==> src/rtl/switch_output_arbiter_pkg.sv <==
// Shared definitions for the switch output arbiter: flit control-field codes,
// control/destination bit positions and the arbiter FSM state encoding.
package switch_output_arbiter_pkg;

    localparam int unsigned CTRL_W      = 3;
    localparam int unsigned HEADER_BIT  = 0;
    localparam int unsigned NOTTAIL_BIT = 1;
    localparam int unsigned DEST_LSB    = 3;

    localparam logic [CTRL_W-1:0] CTRL_HEADER  = 3'b011;
    localparam logic [CTRL_W-1:0] CTRL_PAYLOAD = 3'b010;
    localparam logic [CTRL_W-1:0] CTRL_TAIL    = 3'b000;
    localparam logic [CTRL_W-1:0] CTRL_SINGLE  = 3'b001;

    typedef enum logic {
        ARB_IDLE   = 1'b0,
        ARB_LOCKED = 1'b1
    } arb_state_t;

    // True for any of the four legal control codes.
    function automatic logic ctrl_is_legal(input logic [CTRL_W-1:0] ctrl);
        return (ctrl == CTRL_HEADER) || (ctrl == CTRL_PAYLOAD) ||
               (ctrl == CTRL_TAIL)   || (ctrl == CTRL_SINGLE);
    endfunction

endpackage

==> src/rtl/rr_priority_picker.sv <==
// Combinational round-robin picker: first set request scanning upward from
// ptr+1 with wrap-around; returns one-hot grant, binary index and a valid flag.
module rr_priority_picker #(
    parameter int unsigned N    = 4,
    parameter int unsigned LOGN = 2
) (
    input  logic [N-1:0]    req,
    input  logic [LOGN-1:0] ptr,
    output logic [N-1:0]    grant,
    output logic [LOGN-1:0] idx,
    output logic            valid
);

    logic [LOGN-1:0] cand;

    always_comb begin
        grant = '0;
        idx   = '0;
        valid = 1'b0;
        cand  = '0;
        for (int unsigned k = 1; k <= N; k++) begin
            cand = LOGN'((32'(ptr) + k) % N);
            if (!valid && req[cand]) begin
                valid       = 1'b1;
                grant[cand] = 1'b1;
                idx         = cand;
            end
        end
    end

endmodule

==> src/rtl/switch_output_arbiter.sv <==
// Per-output wormhole round-robin arbiter with stall/go flow control.
// Optional activity counters are built when SWITCH_ARB_STATS_EN is defined.
module switch_output_arbiter
    import switch_output_arbiter_pkg::*;
#(
    parameter int unsigned FLITWIDTH        = 32,
    parameter int unsigned NUMBERINPUTS     = 4,
    parameter int unsigned LOGNUMBERINPUTS  = 2,
    parameter int unsigned LOGNUMBEROUTPUTS = 2,
    parameter int unsigned PORTID           = 0
) (
    input  logic                              clk,
    input  logic                              rst,
    input  logic [NUMBERINPUTS*FLITWIDTH-1:0] FLIT_in,
    input  logic [NUMBERINPUTS-1:0]           VALID_in,
    output logic [NUMBERINPUTS-1:0]           STALL_out,
    output logic [FLITWIDTH-1:0]              FLIT_out,
    output logic                              VALID_out,
    input  logic                              STALL_in,
    output logic [NUMBERINPUTS-1:0]           GRANT_out
`ifdef SWITCH_ARB_STATS_EN
    ,
    output logic [15:0]                       PKT_COUNT_out,
    output logic [15:0]                       STALL_COUNT_out
`endif
);

    logic [FLITWIDTH-1:0]       flits [NUMBERINPUTS];
    logic [NUMBERINPUTS-1:0]    req;

    arb_state_t                 state_q, state_d;
    logic [LOGNUMBERINPUTS-1:0] owner_q, owner_d;
    logic [LOGNUMBERINPUTS-1:0] ptr_q, ptr_d;
    logic [NUMBERINPUTS-1:0]    grant_q, grant_d;

    logic [NUMBERINPUTS-1:0]    pick_grant;
    logic [LOGNUMBERINPUTS-1:0] pick_idx;
    logic                       pick_valid;
    logic                       xfer;

    // Only headers addressed to this port compete for the output.
    for (genvar i = 0; i < NUMBERINPUTS; i++) begin : g_req
        assign flits[i] = FLIT_in[i*FLITWIDTH +: FLITWIDTH];
        assign req[i]   = VALID_in[i] & flits[i][HEADER_BIT] &
                          (flits[i][DEST_LSB +: LOGNUMBEROUTPUTS] == LOGNUMBEROUTPUTS'(PORTID));
    end

    rr_priority_picker #(
        .N    (NUMBERINPUTS),
        .LOGN (LOGNUMBERINPUTS)
    ) u_picker (
        .req   (req),
        .ptr   (ptr_q),
        .grant (pick_grant),
        .idx   (pick_idx),
        .valid (pick_valid)
    );

    always_ff @(posedge clk) begin
        if (rst) begin
            state_q <= ARB_IDLE;
            owner_q <= '0;
            ptr_q   <= LOGNUMBERINPUTS'(NUMBERINPUTS - 1);
            grant_q <= '0;
        end else begin
            state_q <= state_d;
            owner_q <= owner_d;
            ptr_q   <= ptr_d;
            grant_q <= grant_d;
        end
    end

    // Lock is released the cycle after the owner's tail is accepted.
    always_comb begin
        state_d   = state_q;
        owner_d   = owner_q;
        ptr_d     = ptr_q;
        grant_d   = grant_q;
        FLIT_out  = '0;
        VALID_out = 1'b0;
        STALL_out = '1;
        xfer      = 1'b0;
        case (state_q)
            ARB_IDLE: begin
                if (pick_valid) begin
                    state_d = ARB_LOCKED;
                    owner_d = pick_idx;
                    grant_d = pick_grant;
                end
            end
            ARB_LOCKED: begin
                FLIT_out           = flits[owner_q];
                VALID_out          = VALID_in[owner_q];
                STALL_out[owner_q] = STALL_in;
                xfer               = VALID_in[owner_q] & ~STALL_in;
                if (xfer && !flits[owner_q][NOTTAIL_BIT]) begin
                    state_d = ARB_IDLE;
                    ptr_d   = owner_q;
                    grant_d = '0;
                end
            end
            default: state_d = ARB_IDLE;
        endcase
    end

    assign GRANT_out = grant_q;

`ifdef SWITCH_ARB_STATS_EN
    logic [15:0] pkt_cnt_q;
    logic [15:0] stall_cnt_q;
    logic        tail_xfer;
    logic        stall_cycle;

    assign tail_xfer   = xfer & ~FLIT_out[NOTTAIL_BIT];
    assign stall_cycle = VALID_out & STALL_in;

    // Free-running wrap-around activity counters.
    always_ff @(posedge clk) begin
        if (rst) begin
            pkt_cnt_q   <= '0;
            stall_cnt_q <= '0;
        end else begin
            if (tail_xfer)   pkt_cnt_q   <= pkt_cnt_q + 16'd1;
            if (stall_cycle) stall_cnt_q <= stall_cnt_q + 16'd1;
        end
    end

    assign PKT_COUNT_out   = pkt_cnt_q;
    assign STALL_COUNT_out = stall_cnt_q;
`endif

endmodule

==> config.mk <==
export PLATFORM = sky130hd
export DESIGN_NAME = switch_output_arbiter
export DESIGN_NICKNAME = d
export VERILOG_FILES = /design/src/rtl/switch_output_arbiter_pkg.sv /design/src/rtl/rr_priority_picker.sv /design/src/rtl/switch_output_arbiter.sv
export SDC_FILE = /design/constraint.sdc
export NUM_CORES = 1
export LEC_CHECK = 0
export ABC_CLOCK_PERIOD_IN_PS = 2300
export CAP_MARGIN = 30
export CORE_UTILIZATION = 30
export DETAILED_ROUTE_END_ITERATION = 6
export GPL_ROUTABILITY_DRIVEN = 1
export PLACE_DENSITY = 0.79
export SKIP_LAST_GASP = 1
export SLEW_MARGIN = 40
export SYNTH_ARGS = -nofsm -noshare
export SYNTH_HDL_FRONTEND = slang
export SYNTH_HIERARCHICAL = 1
export SYNTH_SLANG_ARGS = --single-unit
==> constraint.sdc <==
create_clock -name clk -period 2.3 [get_ports clk]
set_input_delay 0.46 -clock clk [delete_from_list [all_inputs] [get_ports clk]]
set_output_delay 0.46 -clock clk [all_outputs]
set_load 0.1 [all_outputs]
==> results.toml <==
[status]
status = "finished, final reports clean"

[die]
initial_core_util_pct = 31.8
die-width_um = 85.2
rows = 29
ios = 176
core_sq_mm = 0.00653
die_h_um = 85.2
dieArea_sq_mm = 0.00726

[placement]
dpl_worst_slack_ns = -0.429
routabilityCongestion = 0.911
numPortBuffers = 175
dp_hpwl_um = 8300

[clock_tree]
root_buffer = "clkbuf_8"
htree_levels = 1
numClockSinks = 9
clk_path_buf_depth = 2
clock_latency_ns = 0.24
clk_pin_slew_worst_paths_ns = 0.05
ctsHoldBuffers = 0
tritoncts = "built"
cts_made_buffers = 3

[timing]
final_hold_viol_count = 0
slew_viol_final = 0
setup_tns_ns = 0
max_freq_mhz = 442
setup_viol_count_final = 0
worst_slew_pin_slew_ns = 0.508
fin_skew_ns = 0.00422
min_period_ns = 2.26
post-route-period-util_pct = 98.4
slew_headroom_pct = 66.0
rsz0062_at_grt = "true"
worst_slack_ns = 0.0374

[grt]
grt_max_degree = 23
antenna_found_initial = 1
use_met2_pct = 50.8
use_met3_pct = 4.67
overflow = 0
grt.total_usage_pct = 26.7
gr-usage-met1_pct = 29.3
grt_pass1_wl_um = 15000
grt.busiest_layer = "met2"
grt_pass1_vias = 2789

[logic_synthesis]
ys_ff_latch = 9
synth.distinct_cells = 36
synthCells = 216
syn-num-nets = 359
synth_edf_count = 0
yosys-top-cells-count = "mux4_2 (35), and2_1 (33), nor2_1 (13)"
synth_top_area_cell = "mux4_2"
ys.flop_type = "dfxtp_1"
syn_area_sq_mm = 0.00208
yosysSeqAreaShare_pct = 8.67
synthArstFlopShare_pct = 0
yosysMostFrequentCell = "mux4_2"
syn_avg_cell_area_sq_um = 9.62
synth_top_area_share_pct = 37.9
netlist_top_cells_area = "mux4_2 (38%), and2_1 (9.9%), dfxtp_1 (8.7%), ha_1 (4.8%), mux2i_1 (3.4%)"
yosys_warnings = 6

[detailed_routing]
post-route-drc-count = 0
viasPerCell = 5.54
vias = 2714
drt-pass1-iter-count = 6
wl_per_cell_um = 20.6
routed_wl_um = 10100
drtIter0Drc = 159
antenna_left = 0

[power]
comb_power_share_pct = 72.2
pwr_density_cell_mw_per_mm2 = 273
p_int_mw = 0.742
switching_share_pct = 41.5
p_leak_nw = 1.81
p_switching_mw = 0.527
pwr-share-seq_pct = 13.1
vdd_drop_max_mv = 0.145
p_clk_share_pct = 14.8

[flow_run]
drv_cap = 0

[worst_setup_path]
cp-start-kind = "input port"
crit_path_start = "FLIT_in[67]"
r2r-end = "GRANT_out[3]"
critPathKind = "input port to register"
r2r_setup_slack_ns = 0.05
worstPathArrival_ns = 2.37
crit_fanout = 5
endpoint_kind = "register"
crit_path_end = "GRANT_out[3]"
r2r_cells = 7
r2r-start = "ptr_q[0]"
required_ns = 2.41

[final_layout]
drive_gt1_share_pct = 37.9
finalCoreUtilization_pct = 71.1
finalNetCount = 556
area_delta_synth_final_pct = 123

[min_path]
hp-class = "register to register"
## how the worst min path moves through the flow
stage          slack, ns    startpoint           end  cells past startpoint
6_report            0.46  GRANT_out[1]  GRANT_out[1]                      2
5_1_grt             0.50  GRANT_out[1]  GRANT_out[1]                      2
4_1_cts             0.46  GRANT_out[1]  GRANT_out[1]                      2
3_5_place_dp        0.45  GRANT_out[1]  GRANT_out[1]                      2
3_3_place_gp        0.45  GRANT_out[1]  GRANT_out[1]                      2
2_1_floorplan       0.53      ptr_q[0]      ptr_q[0]                      2
## cells in the final DEF, fill, tap and decap left out, drive strengths merged, types with 2 or more instances in the layout
cell	n
nor2	13
a21oi	4
nor2b	2
dfxtp	9
nor3b	2
nor3	5
nand2b	3
nand2	12
nand4	6
dlygate4sd2	10
mux2i	7
o31ai	4
and2	33
ha	8
inv	12
nand3b	6
clkdlybuf4s50	118
clkdlybuf4s15	4
a31oi	5
clkbuf	5
a211oi	3
buf	80
a2111o	4
mux4	35
or3	5
nand3	2
o41ai	4
o21ai	2
## cell families after synthesis
logic type | share of synthesized area (%)
muxes | 41.8
buffers and inverters | 7.83
and+or+nand+nor | 25.3
adders and majority gates | 4.82
AOI/OAI and AO/OA | 11.6
DFF | 8.67
## stage by stage
stage                     instances  area (sq um)  power, mW  hold WS, ns
final                           490          4640       1.27        0.461
after floorplan                 216          2110      0.606        0.529
after CTS                       488          4590       1.26        0.463
after global routing            490          4640       1.31        0.497
after detailed placement        479          4500       1.07        0.455
after global placement          479          4500       1.06        0.451
## layer usage
layer	wire, um	up-vias
met5	0	-
met2	5500	152
met4	307	0
met1	3460	1301
met3	816	27
li1	-	1234
## power groups by stage
stage | clock, mW | combinational (mW) | sequential, mW
floorplan | 0 | 0.433 | 0.173
global placement | 0 | 0.891 | 0.169
detailed placement | 0 | 0.906 | 0.169
CTS | 0.189 | 0.907 | 0.166
global route | 0.198 | 0.946 | 0.167
finish | 0.187 | 0.916 | 0.166
## flip-flops by register name (all words and copies together), names as in the netlist
name	flops
GRANT_out	4
owner_q	2
ptr_q	2
state_q	1
## final cells by class
type / instances / area [sq um]
repair buffers: 214 / 2460
fillers: 473 / 1890
multi-input cells: 173 / 1810
flip-flops and latches: 9 / 184
well taps: 77 / 96.3
inverters: 12 / 45.0
clock buffers: 3 / 41.3
clock inverters: 1 / 5.00
diodes: 1 / 2.50
## repair_timing
| item | in CTS | in global routing |
|---|---|---|
| gates resized for setup | 21 | 17 |
| endpoints found under the setup margin | 7 | 4 |
| cloned | 1 | 0 |
| setup buffers | 4 | 1 |
| pin swaps | 11 | 12 |
## critical path, cell delays in order
cell and delay, ns:
clkdlybuf4s15_1 0.22, nor3_2 0.05, buf_4 0.13, buf_4 0.13, buf_4 0.14, mux4_2 0.50, buf_6 0.15, a2111o_1 0.40
nand3b_1 0.11, o41ai_2 0.07
Power figures use the tool's default switching activity.
